===== config.mk =====
export PLATFORM = sky130hd
export DESIGN_NAME = stopwatch_ctrl
export DESIGN_NICKNAME = d
export VERILOG_FILES = /design/src/rtl/stopwatch_ctrl.sv
export SDC_FILE = /design/constraint.sdc
export NUM_CORES = 1
export LEC_CHECK = 0
export ABC_AREA = 1
export BUFFER_PORTS_ARGS = -buffer_cell sky130_fd_sc_hd__buf_2
export CORE_MARGIN = 1
export CORE_UTILIZATION = 50
export CTS_CLUSTER_DIAMETER = 40
export CTS_CLUSTER_SIZE = 14
export DETAILED_ROUTE_END_ITERATION = 10
export PLACE_DENSITY = 0.69
export SLEW_MARGIN = 30
export SYNTH_ARGS = -nofsm -noshare
export SYNTH_HDL_FRONTEND = slang
export SYNTH_SLANG_ARGS = --single-unit
export TNS_END_PERCENT = 10

===== constraint.sdc =====
create_clock -name clk_100MHz -period 2 [get_ports clk_100MHz]
set_input_delay 0.1 -clock clk_100MHz [delete_from_list [all_inputs] [get_ports clk_100MHz]]
set_output_delay 0.1 -clock clk_100MHz [all_outputs]
set_load 0.005 [all_outputs]

===== src/rtl/stopwatch_ctrl.sv =====
// stopwatch_ctrl
//   Button conditioning and mode control for the stopwatch. Three raw push
//   buttons are synchronised and debounced. The press events drive a small
//   FSM that gates the BCD digit counter, issues counter clears and holds a
//   lap snapshot. The FSM also selects live or lap digits for the 7-segment
//   driver.
//
// Ports
//   clk_100MHz  in   system clock (only clock)
//   reset       in   synchronous, active-low reset
//   btn_ss      in   raw start/stop button, async, active-high
//   btn_lap     in   raw lap button, async, active-high
//   btn_clr     in   raw clear button, async, active-high
//   live_bcd    in   live digits {hundreds,tens,ones,tenths}
//   count_en    out  digit counter advances on 10 Hz ticks
//   count_clr   out  one-cycle clear of 10 Hz generator and digit counter
//   disp_bcd    out  digits to the 7-segment driver (live or lap)
//   lap_active  out  display frozen on lap snapshot
//   state       out  FSM state for debug/LED
//
// state | meaning
// IDLE  | stopped and cleared, waiting for start
// RUN   | counting, display shows live digits
// PAUSE | counting halted, digits held, clear allowed
// LAP   | counting, display frozen on lap snapshot

module stopwatch_ctrl #(
    parameter int unsigned DEBOUNCE_CYCLES = 1000000,
    parameter int unsigned CNT_W           = 20
) (
    input  logic        clk_100MHz,
    input  logic        reset,
    input  logic        btn_ss,
    input  logic        btn_lap,
    input  logic        btn_clr,
    input  logic [15:0] live_bcd,
    output logic        count_en,
    output logic        count_clr,
    output logic [15:0] disp_bcd,
    output logic        lap_active,
    output logic [1:0]  state
);

    typedef enum logic [1:0] {
        ST_IDLE  = 2'd0,
        ST_RUN   = 2'd1,
        ST_PAUSE = 2'd2,
        ST_LAP   = 2'd3
    } state_t;

    localparam int unsigned B_SS  = 0;
    localparam int unsigned B_CLR = 1;
    localparam int unsigned B_LAP = 2;

    localparam logic [CNT_W-1:0] CNT_LAST = CNT_W'(DEBOUNCE_CYCLES - 1);

    logic [2:0]       btn_raw;
    logic [2:0]       sync1_q;
    logic [2:0]       sync2_q;
    logic [2:0]       stable_q;
    logic [2:0]       stable_d;
    logic [2:0]       press_q;
    logic [2:0]       press_d;
    logic [CNT_W-1:0] cnt_q [3];
    logic [CNT_W-1:0] cnt_d [3];

    state_t      state_q;
    logic        count_en_q;
    logic        count_clr_q;
    logic        lap_active_q;
    logic [15:0] lap_q;

    logic ev_ss;
    logic ev_clr;
    logic ev_lap;

    assign btn_raw = {btn_lap, btn_clr, btn_ss};

    // The counter runs only while the synchronised level disagrees with the
    // accepted level. Any agreeing cycle restarts it, so glitches shorter
    // than DEBOUNCE_CYCLES never reach the stable level.
    always_comb begin
        for (int i = 0; i < 3; i++) begin
            stable_d[i] = stable_q[i];
            press_d[i]  = 1'b0;
            cnt_d[i]    = '0;
            if (sync2_q[i] != stable_q[i]) begin
                if (cnt_q[i] >= CNT_LAST) begin
                    stable_d[i] = sync2_q[i];
                    press_d[i]  = sync2_q[i];
                end else begin
                    cnt_d[i] = cnt_q[i] + CNT_W'(1);
                end
            end
        end
    end

    always_ff @(posedge clk_100MHz) begin
        if (!reset) begin
            sync1_q  <= '0;
            sync2_q  <= '0;
            stable_q <= '0;
            press_q  <= '0;
            for (int i = 0; i < 3; i++) begin
                cnt_q[i] <= '0;
            end
        end else begin
            sync1_q  <= btn_raw;
            sync2_q  <= sync1_q;
            stable_q <= stable_d;
            press_q  <= press_d;
            for (int i = 0; i < 3; i++) begin
                cnt_q[i] <= cnt_d[i];
            end
        end
    end

    // Priority ss > clr > lap is resolved before the state decode. Only the
    // winning event reaches the FSM, even when that event is ignored in the
    // current state.
    assign ev_ss  = press_q[B_SS];
    assign ev_clr = press_q[B_CLR] & ~press_q[B_SS];
    assign ev_lap = press_q[B_LAP] & ~press_q[B_SS] & ~press_q[B_CLR];

    always_ff @(posedge clk_100MHz) begin
        if (!reset) begin
            state_q      <= ST_IDLE;
            count_en_q   <= 1'b0;
            count_clr_q  <= 1'b1;
            lap_active_q <= 1'b0;
            lap_q        <= '0;
        end else begin
            // Enable and lap select follow the state one cycle late.
            count_en_q   <= (state_q == ST_RUN) || (state_q == ST_LAP);
            lap_active_q <= (state_q == ST_LAP);
            count_clr_q  <= 1'b0;
            case (state_q)
                ST_IDLE: begin
                    if (ev_ss) begin
                        state_q <= ST_RUN;
                    end
                end
                ST_RUN: begin
                    if (ev_ss) begin
                        state_q <= ST_PAUSE;
                    end else if (ev_lap) begin
                        state_q <= ST_LAP;
                        lap_q   <= live_bcd;
                    end
                end
                ST_LAP: begin
                    if (ev_ss) begin
                        state_q <= ST_PAUSE;
                    end else if (ev_clr) begin
                        state_q <= ST_RUN;
                    end else if (ev_lap) begin
                        lap_q <= live_bcd;
                    end
                end
                ST_PAUSE: begin
                    if (ev_ss) begin
                        state_q <= ST_RUN;
                    end else if (ev_clr) begin
                        state_q     <= ST_IDLE;
                        count_clr_q <= 1'b1;
                        lap_q       <= '0;
                    end
                end
                default: begin
                    state_q <= ST_IDLE;
                end
            endcase
        end
    end

    assign state      = state_q;
    assign count_en   = count_en_q;
    assign count_clr  = count_clr_q;
    assign lap_active = lap_active_q;
    assign disp_bcd   = lap_active_q ? lap_q : live_bcd;

endmodule


==> flow_summary_export.csv, run 1 <==
group,metric,value,unit
pwr,ir_worst_vdd,0.356,mV
timing,hold_viol_final,0,
setup_path,path_max_fanout,10,
cts,numCtsBuffers,9,
grt,grt_pass1_vias,3916,
timing,setup_tns,0,ns
timing,tightest_slew,0.646,ns
floorplanning,fp-row-count,34,
setup_path,slowest_delay,0.58,ns
setup_path,path_buf_inv,2,
outcome,status,"complete, but fails checks",
grt,antenna_found_initial,0,
outcome,violations,"DRC",
logic_synthesis,synth_edf_count,0,
timing,setup_slack,0.216,ns
grt,grt_first_pass_wirelength,16500,microns
cts,htree_levels,3,
route,ant_nets,0,
timing,final-max-slew-violation-count,0,
placed_design,dp_hpwl,6470,microns
grt,grt_use_total,20.6,%
floorplanning,die_w,98.1,microns
timing,rsz0062_at_grt,"false",
route,wire_per_inst,11.8,microns
setup_path,critPathTopFamily,"flip-flops",
setup_path,worstPathCellList,"buf_4 -> mux2_2 -> buf_2",
finish,fin_nets,700,
logic_synthesis,avgSynthCellArea,7.46,sq um
finish,layout_common_cells,"nand2_1 (135), dfxtp_1 (93), nor2_1 (87)",
placed_design,gp_congestion,0.847,
grt,grt_max_degree,21,
setup_path,critical_path_class,"reg2out",
timing,finalCritPeriodShare,89.2,%
grt,gr-total-overflow,0,
finish,antenna_cells,0,
timing,clock_skew,0.0107,ns
logic_synthesis,yosysTopAreaCell,"dfxtp_1",
logic_synthesis,synth-seq-area-share,40.3,%
timing,fmax,561,MHz
timing,setup_viol,0,
route,drt-vias-per-instance,5.03,
worst_hold_path,hold_path_class,"in2reg",
route,drtIter0Drc,128,
flow_run,maxCapViolCount,0,
cts,cts_root_buf,"clkbuf_8",
timing,slew_headroom,56.9,%
route,route.detailed.drc,6,
logic_synthesis,synth_nets,643,
cts,cts_tree,"yes",
route,vias,3972,
cts,path_clk_slew,0.09,ns
timing,min_period,1.78,ns
setup_path,start_kind,"flip-flop",
logic_synthesis,syn_area,0.00462,sq mm
route,drt-pass1-iter-count,7,
logic_synthesis,synth_seq_cells,93,
floorplanning,initial_core_util,52.2,%
logic_synthesis,synth_top_area_share,40.3,%
placed_design,port_buffers,41,
floorplanning,core-area,0.00885,sq mm
floorplanning,die-area,0.00963,sq mm
setup_path,crit_path_end_kind,"output pin",
logic_synthesis,yosysUniqueCellTypes,37,
setup_path,worst-endpoint-required,1.90,ns
finish,final_common_cell,"nand2_1",
floorplanning,io_pins,42,
pwr,p_leak,0.00186,uW
pwr,finalPower,3310,uW
logic_synthesis,synthTopCellsByArea,"dfxtp_1 (40%), nand2_1 (11%), nor2_1 (7.1%), inv_1 (4.7%), nand3_1 (4.7%)",
finish,area_growth,13.9,%
logic_synthesis,yosys_warnings,0,
cts,clk_latency,0.38,ns
cts,postCtsSetupBuffers,0,
floorplanning,die_height,98.1,microns
cts,cts_buffer_depth,2,
setup_path,worst_path_max_delay_cell,"dfxtp_1",
finish,layout-drive-gt1-share,19.8,%
placed_design,dpl_worst_slack,0.112,ns
logic_synthesis,synth_flop_cell,"dfxtp_1",
cts,clock_sinks,93,
route,wl,9300,microns
setup_path,arrival,1.68,ns
logic_synthesis,synthCells,619,
finish,ff_latch_area,0.00186,sq mm
finish,multi_input_comb_area,0.00241,sq mm
pwr,power.density,629,mW/mm^2
finish,nFillCells,815,
logic_synthesis,async_flop_share,0,%
==> metrics by stage <==
stage	utilization, %	area (sq um)	hold WS [ns]	std cells
after floorplan	-	4620	0.198	619
after global placement	54.9	4860	0.285	754
after detailed placement	54.9	4860	0.299	754
after CTS	59.4	5250	0.0256	789
after global routing	59.5	5260	0.0563	789
final	59.5	5260	0.0367	789
==> kinds of logic after synthesis <==
family,Yosys count,synth area share [%]
compound gates,55,6.72
flops,93,40.3
fa+ha+maj,3,0.813
buf+inv,78,7.61
xor+xnor,23,4.36
mux,16,3.90
simple gates,351,36.3
==> worst reg2reg max path, stage by stage (launching register included) <==
cell and delay [ns]:
dfxtp_1 0.34, ha_1 0.21, nand2_1 0.13, nor2_4 0.08, nand2_2 0.08, nand3b_1 0.09
nand2_2 0.11, nand3_2 0.39, nor2_1 0.24
==> sequential cells by signal, indices dropped and copies added, names as in the netlist, 2 cells and up <==
name and cells:
cnt_q 60, lap_q 16, press_q 3, stable_q 3, sync1_q 3, sync2_q 3
state 2
==> where the power goes <==
part	internal, uW	switching [uW]	total (uW)
Clock	600	720	1320
Combinational	68.5	58.1	127
Sequential	1860	5.01	1860
==> layer usage <==
| metal | track usage, % | wire [microns] | vias to the layer above |
|---|---|---|---|
| met5 | 0 | 0 | - |
| met4 | 8.86 | 112 | 0 |
| met3 | 2.72 | 317 | 10 |
| met2 | 35.9 | 4380 | 56 |
| met1 | 25.5 | 4490 | 1808 |
| li1 | - | - | 2098 |
==> path summary, 6_finish.rpt <==
path	slack [ns]	from	to	depth (start not counted)
setup / recovery	0.22	lap_active	disp_bcd[15]	3
hold / removal	0.04	reset	count_clr	2
setup reg to reg	0.26	cnt_q[0][0]	cnt_q[0][19]	8
hold reg to reg	0.43	sync1_q[2]	sync2_q[2]	2
==> Yosys cell counts, types with 3 or more instances <==
| library cell | n |
|---|---|
| nand2_1 | 135 |
| dfxtp_1 | 93 |
| nor2_1 | 87 |
| inv_1 | 58 |
| nand3_1 | 43 |
| a21oi_1 | 38 |
| mux2_2 | 16 |
| nor3_1 | 16 |
| nor2_2 | 15 |
| nand4_1 | 14 |
| xor2_1 | 13 |
| xnor2_1 | 10 |
| nand2_2 | 8 |
| nor2_4 | 8 |
| a21oi_2 | 7 |
| o21ai_0 | 7 |
| buf_6 | 5 |
| nor3_2 | 5 |
| buf_2 | 4 |
| buf_4 | 4 |
| clkbuf_1 | 3 |
| ha_1 | 3 |
| inv_2 | 3 |
| nand2_4 | 3 |
| nand3_2 | 3 |
| or2_2 | 3 |
==> repair_timing <==
action | in CTS | in global routing
hold buffers | 19 | 0
endpoints found under the setup margin | 0 | 6
resized for setup | 0 | 1
hold endpoints to repair | 19 | 0
==> layout make-up <==
| class | count | share of cell area, % |
|---|---|---|
| multi-input cells | 448 | 45.9 |
| flip-flops and latches | 93 | 35.4 |
| repair buffers | 62 | 7.80 |
| inverters | 62 | 4.45 |
| well taps | 108 | 2.57 |
| clock buffers | 9 | 2.35 |
| clock inverters | 7 | 1.55 |
(Power assumes the default switching activity.)
==> run 2: changes to the inputs <==
--- a/config.mk
+++ b/config.mk
@@ -5,13 +5,13 @@
 export SDC_FILE = /design/constraint.sdc
 export NUM_CORES = 1
 export LEC_CHECK = 0
-export ABC_AREA = 1
 export BUFFER_PORTS_ARGS = -buffer_cell sky130_fd_sc_hd__buf_2
 export CORE_MARGIN = 1
 export CORE_UTILIZATION = 50
 export CTS_CLUSTER_DIAMETER = 40
 export CTS_CLUSTER_SIZE = 14
 export DETAILED_ROUTE_END_ITERATION = 10
+export HOLD_SLACK_MARGIN = 0.06
 export PLACE_DENSITY = 0.69
 export SLEW_MARGIN = 30
 export SYNTH_ARGS = -nofsm -noshare
==> flow_summary_export.csv, run 2 <==
group,metric,value,unit
outcome,status,"completed",
placed_design,placed_area,0.00447,sq mm
finish,antenna_cells,0,
grt,gr-total-overflow,0,
cts,cts_buffer_depth,2,
finish,layout-drive-gt1-share,17.3,%
cts,cts_root_buf,"clkbuf_8",
route,wire_per_inst,12.7,microns
pwr,power.density,679,mW/mm^2
placed_design,port_buffers,41,
logic_synthesis,synthCells,463,
floorplanning,core-area,0.00781,sq mm
worst_hold_path,hold_start,"reset",
route,ant_nets,0,
finish,top_register,"cnt_q",
floorplanning,die_w,92.5,microns
worst_hold_path,worstHoldEndpoint,"count_clr",
pwr,p_leak,0.00169,uW
timing,fmax,525,MHz
logic_synthesis,synth-xor-area-share,8.78,%
pwr,finalPower,3310,uW
setup_path,reg2reg_slack,0.09,ns
logic_synthesis,avgSynthCellArea,8.84,sq um
cts,numCtsBuffers,9,
grt,grt_first_pass_wirelength,13600,microns
flow_run,maxCapViolCount,0,
setup_path,cpMostUsedCell,"or4_1",
logic_synthesis,synthTopCellsByArea,"dfxtp_1 (46%), nand3_1 (4.5%), xor2_1 (4.5%), mux2_2 (4.4%), xnor2_1 (4.3%)",
finish,multi_input_comb_area,0.00211,sq mm
finish,nFillCells,664,
route,wl,8090,microns
cts,postCtsSetupBuffers,0,
floorplanning,die_height,92.5,microns
placed_design,dp_hpwl,5470,microns
finish,final_common_cell,"dfxtp_1",
logic_synthesis,synth-seq-area-share,45.5,%
setup_path,start_kind,"flip-flop",
setup_path,slowest_delay,0.52,ns
cts,cts_tree,"yes",
cts,path_clk_slew,0.08,ns
logic_synthesis,synth_top_family_by_area,"simple AND/OR/NAND/NOR gates",
timing,tightest_slew,0.679,ns
logic_synthesis,synth_edf_count,0,
finish,final_cells,639,
cts,clk_latency,0.35,ns
timing,setup_tns,0,ns
finish,area_growth,19.1,%
timing,hold_viol_final,0,
timing,min_period,1.91,ns
logic_synthesis,muxShareOfSynthArea,5.14,%
setup_path,worstReg2RegEnd,"cnt_q[0][58]",
logic_synthesis,synth_compound_area_share,10.2,%
logic_synthesis,syn_area,0.00409,sq mm
logic_synthesis,yosys_warnings,0,
timing,slew_headroom,54.7,%
setup_path,r2r_start,"cnt_q[0][40]",
logic_synthesis,async_flop_share,0,%
grt,grt_pass1_vias,3154,
finish,reg_top3,"cnt_q (60), lap_q (16)",
placed_design,place_inst,604,
finish,largest_reg_flops,60,
timing,setup_viol,0,
finish,layout_common_cells,"dfxtp_1 (93), nor2_1 (46), nand2_1 (42)",
placed_design,gp_congestion,0.784,
cts,clock_sinks,93,
route,drtIter0Drc,66,
timing,rsz0062_at_grt,"false",
logic_synthesis,yosysMostFrequentCell,"dfxtp_1",
setup_path,worst-endpoint-required,2.29,ns
setup_path,path_max_fanout,5,
timing,final-max-slew-violation-count,0,
logic_synthesis,synth-simple-area-share,26.5,%
worst_hold_path,holdPathStages,2,
setup_path,worstPathCellList,"ha_1 -> nand2_1 -> or4_1 -> or4_1 -> a21oi_1",
route,vias,3449,
route,drt-pass1-iter-count,5,
logic_synthesis,synth_flop_cell,"dfxtp_1",
floorplanning,fp-row-count,32,
floorplanning,io_pins,42,
timing,finalCritPeriodShare,95.3,%
finish,ff_latch_area,0.00186,sq mm
finish,fin_area,0.00487,sq mm
logic_synthesis,yosysUniqueCellTypes,41,
grt,antenna_found_initial,0,
logic_synthesis,synth-adder-area-share,0.917,%
setup_path,crit_path_end_kind,"flip-flop",
pwr,ir_worst_vdd,0.473,mV
timing,fin_hold_ws,0.0794,ns
logic_synthesis,synth_top_area_share,45.5,%
setup_path,worst_path_max_delay_cell,"or4_1",
route,drt-vias-per-instance,5.40,
setup_path,arrival,2.19,ns
worst_hold_path,hold_path_class,"in2reg",
setup_path,critical_path_class,"reg2reg",
grt,grt_use_total,19.7,%
logic_synthesis,synth_seq_cells,93,
cts,htree_levels,3,
logic_synthesis,yosys-top-cells-count,"dfxtp_1 (93), nor2_1 (46), nand2_1 (42)",
route,route.detailed.drc,0,
logic_synthesis,yosysTopAreaCell,"dfxtp_1",
grt,grt_max_degree,21,
timing,clock_skew,0.00953,ns
setup_path,ff2ff_path_depth,5,
floorplanning,initial_core_util,52.4,%
logic_synthesis,synth_nets,487,
finish,fin_nets,556,
floorplanning,die-area,0.00855,sq mm
[run 2: changes by cell type in the layout (fill, tap and decap cells not counted), moves of 11 or more]
cell,previous run,this run
inv_1,58,13
a21boi_0,0,17
and2_1,0,12
buf_4,2,16
nand2_1,135,42
and3_1,1,12
or3_1,1,15
nor2_2,15,0
a21oi_1,38,16
nor2_1,87,46
[run 2: kinds of logic (layout without fill, tap and decap cells)]
logic type	count (synthesis)	in the layout
buffers and inverters	31	105
XOR/XNOR	41	41
AO/OA/AOI/OAI	64	64
adder cells (fa/ha/maj)	3	3
AND/OR/NAND/NOR	212	212
multiplexers	19	19
flip-flops	93	93
[run 2: layout make-up]
class	instances	area share (%)
multi-input cells	339	43.4
flip-flops and latches	93	38.2
repair buffers	76	10.6
clock buffers	12	2.77
well taps	102	2.62
clock inverters	4	1.49
inverters	13	1.00
[run 2: layer usage]
layer | part of all wire [%] | vias to the layer above | global-route usage [%]
li1 | - | 1761 | -
met2 | 49 | 43 | 34.9
met5 | 0 | - | 0
met4 | 1.6 | 0 | 6.12
met3 | 3.3 | 14 | 5.25
met1 | 46 | 1631 | 23.1
[run 2: worst max-delay path by stage]
stage / to / startpoint / slack, ns
2_1_floorplan: cnt_q[0][58] / cnt_q[0][40] / 0.20
3_3_place_gp: cnt_q[0][58] / cnt_q[0][40] / 0.17
3_5_place_dp: cnt_q[0][58] / cnt_q[0][40] / 0.11
4_1_cts: cnt_q[0][58] / cnt_q[0][40] / 0.10
5_1_grt: cnt_q[0][58] / cnt_q[0][40] / 0.006
6_report: cnt_q[0][58] / cnt_q[0][40] / 0.09
[run 2: stage by stage]
step | util, % | setup WS (ns)
CTS | 62.4 | 0.104
finish | 62.4 | 0.0948
global route | 62.4 | 0.00559
global placement | 57.3 | 0.169
detailed placement | 57.3 | 0.109
floorplan | - | 0.200
[run 2: worst max-delay path: cells and delay by family (launching register included)]
kind / cells / cell delay (ns)
AOI/OAI and AO/OA: 1 / 0.15
adders and majority gates: 1 / 0.26
DFF: 1 / 0.40
and+or+nand+nor: 3 / 1.03
[run 2: repair_timing]
action	4_1_cts	5_1_grt
endpoints found under the hold margin	19	0
resized for setup	0	1
endpoints found under the setup margin	0	1
hold buffers	19	0
[run 2: power breakdown]
part / internal, uW / leakage, uW / switching, uW / total, uW
logic: 76.0 / 0.000836 / 50.0 / 126
clock network: 704 / 0.000101 / 618 / 1320
registers: 1860 / 0.000751 / 4.34 / 1860
==> run 3: changes to the inputs <==
--- a/config.mk
+++ b/config.mk
@@ -8,6 +8,7 @@
 export BUFFER_PORTS_ARGS = -buffer_cell sky130_fd_sc_hd__buf_2
 export CORE_MARGIN = 1
 export CORE_UTILIZATION = 50
+export CTS_BUF_LIST = sky130_fd_sc_hd__clkbuf_8
 export CTS_CLUSTER_DIAMETER = 40
 export CTS_CLUSTER_SIZE = 14
 export DETAILED_ROUTE_END_ITERATION = 10
==> flow_summary_export.csv, run 3 (same netlist as run 2, synthesis figures left out) <==
group,metric,value,unit
outcome,status,"completed",
finish,antenna_cells,0,
worst_hold_path,hold_path_class,"in2reg",
grt,grt_use_total,19.7,%
floorplanning,initial_core_util,52.4,%
pwr,power.density,676,mW/mm^2
pwr,switching_share,20.4,%
setup_path,crit_path_end_kind,"flip-flop",
finish,area_growth,19.1,%
grt,grt_first_pass_wirelength,13600,microns
pwr,p_comb_share,3.8,%
pwr,p_leak,0.00170,uW
finish,reg_top3,"cnt_q (60), lap_q (16)",
finish,fin_area,0.00487,sq mm
timing,final-max-slew-violation-count,0,
setup_path,cp.depth,5,
pwr,ir_worst_vdd,0.471,mV
timing,slew_headroom,54.9,%
finish,layout_common_cells,"dfxtp_1 (93), nor2_1 (46), nand2_1 (42)",
worst_hold_path,holdPathStages,2,
route,ant_nets,0,
route,drtIter0Drc,70,
finish,largest_reg_flops,60,
setup_path,ff2ff_path_depth,5,
cts,cts_root_buf,"clkbuf_8",
cts,htree_levels,3,
finish,nFillCells,664,
finish,top_register,"cnt_q",
timing,rsz0062_at_grt,"false",
finish,final_common_cell,"dfxtp_1",
setup_path,path_buf_inv,0,
setup_path,start_kind,"flip-flop",
setup_path,worst-endpoint-required,2.29,ns
route,wl,8090,microns
grt,gr-total-overflow,0,
timing,fin_hold_ws,0.0757,ns
grt,grt_max_degree,21,
pwr,internal_power,2620,uW
pwr,sequentialPowerShare,56.5,%
pwr,clkPwrFrac,39.7,%
floorplanning,die-area,0.00855,sq mm
cts,clock_sinks,93,
floorplanning,io_pins,42,
route,drt-pass1-iter-count,4,
grt,grt_pass1_vias,3154,
floorplanning,core-area,0.00781,sq mm
setup_path,worst_path_max_delay_cell,"or4_1",
cts,clk_latency,0.35,ns
placed_design,port_buffers,41,
finish,fin_nets,556,
setup_path,critical_path_class,"reg2reg",
setup_path,slowest_delay,0.52,ns
route,drt-vias-per-instance,5.40,
route,wire_per_inst,12.7,microns
floorplanning,die_height,92.5,microns
grt,antenna_found_initial,0,
setup_path,path_max_fanout,5,
pwr,netSwitchingPower,674,uW
timing,setup_viol,0,
timing,fmax,525,MHz
setup_path,cpMostUsedCell,"or4_1",
flow_run,maxCapViolCount,0,
placed_design,dp_hpwl,5470,microns
timing,hold_viol_final,0,
cts,numCtsBuffers,9,
floorplanning,die_w,92.5,microns
setup_path,arrival,2.19,ns
timing,clock_skew,0.00970,ns
setup_path,worstPathCellList,"ha_1 -> nand2_1 -> or4_1 -> or4_1 -> a21oi_1",
timing,finalCritPeriodShare,95.3,%
placed_design,gp_congestion,0.784,
cts,cts_buffer_depth,2,
timing,tightest_slew,0.677,ns
setup_path,critPathTopFamily,"simple AND/OR/NAND/NOR gates",
timing,setup_tns,0,ns
placed_design,placed_area,0.00447,sq mm
pwr,finalPower,3300,uW
timing,min_period,1.91,ns
cts,cts_tree,"yes",
finish,layout-drive-gt1-share,17.3,%
cts,path_clk_slew,0.08,ns
route,vias,3448,
floorplanning,fp-row-count,32,
route,route.detailed.drc,0,
[run 3: cell type report]
cell class	instances	area (sq um)	share of cell area, %
clock inverter	7	83.8	1.72
inverter	13	48.8	1.00
tap	102	128	2.62
multi-input combinational	339	2110	43.4
clock buffer	9	124	2.54
sequential	93	1860	38.2
timing repair buffer	76	515	10.6
[run 3: power groups by stage]
stage	Clock, uW	Sequential, uW	Combinational (uW)
global placement	0	1910	96.2
CTS	1350	1860	126
finish	1310	1860	126
global route	1440	1860	137
detailed placement	0	1910	96.9
floorplan	0	1910	45.1
[run 3: through the flow]
stage / utilization (%) / setup WS [ns] / std cells
floorplan: - / 0.200 / 463
global placement: 57.3 / 0.169 / 604
detailed placement: 57.3 / 0.109 / 604
CTS: 62.4 / 0.104 / 639
global route: 62.4 / 0.00559 / 639
finish: 62.4 / 0.0944 / 639
[run 3: timing repair]
item	4_1_cts	5_1_grt
hold endpoints to repair	19	0
hold buffers	19	0
endpoints found under the setup margin	0	1
buffers inserted	0	0
resized for setup	0	1
[run 3: worst paths after layout]
path / start / end / slack (ns)
setup / recovery: cnt_q[0][40] / cnt_q[0][58] / 0.09
hold / removal: reset / count_clr / 0.08
setup reg to reg: cnt_q[0][40] / cnt_q[0][58] / 0.09
hold reg to reg: sync1_q[2] / sync2_q[2] / 0.44
[run 3: routing by layer]
layer	up-vias	GRT usage (%)	part of all wire, %
li1	1760	-	-
met1	1624	23.1	46
met3	14	5.25	3.5
met5	-	0	0
met4	0	6.12	1.6
met2	50	34.9	49
[run 3: worst register-to-register path, cell delays in order, from the launching register on]
cell	delay [ns]
dfxtp_1	0.41
ha_1	0.26
nand2_1	0.09
or4_1	0.52
or4_1	0.42
a21oi_1	0.15
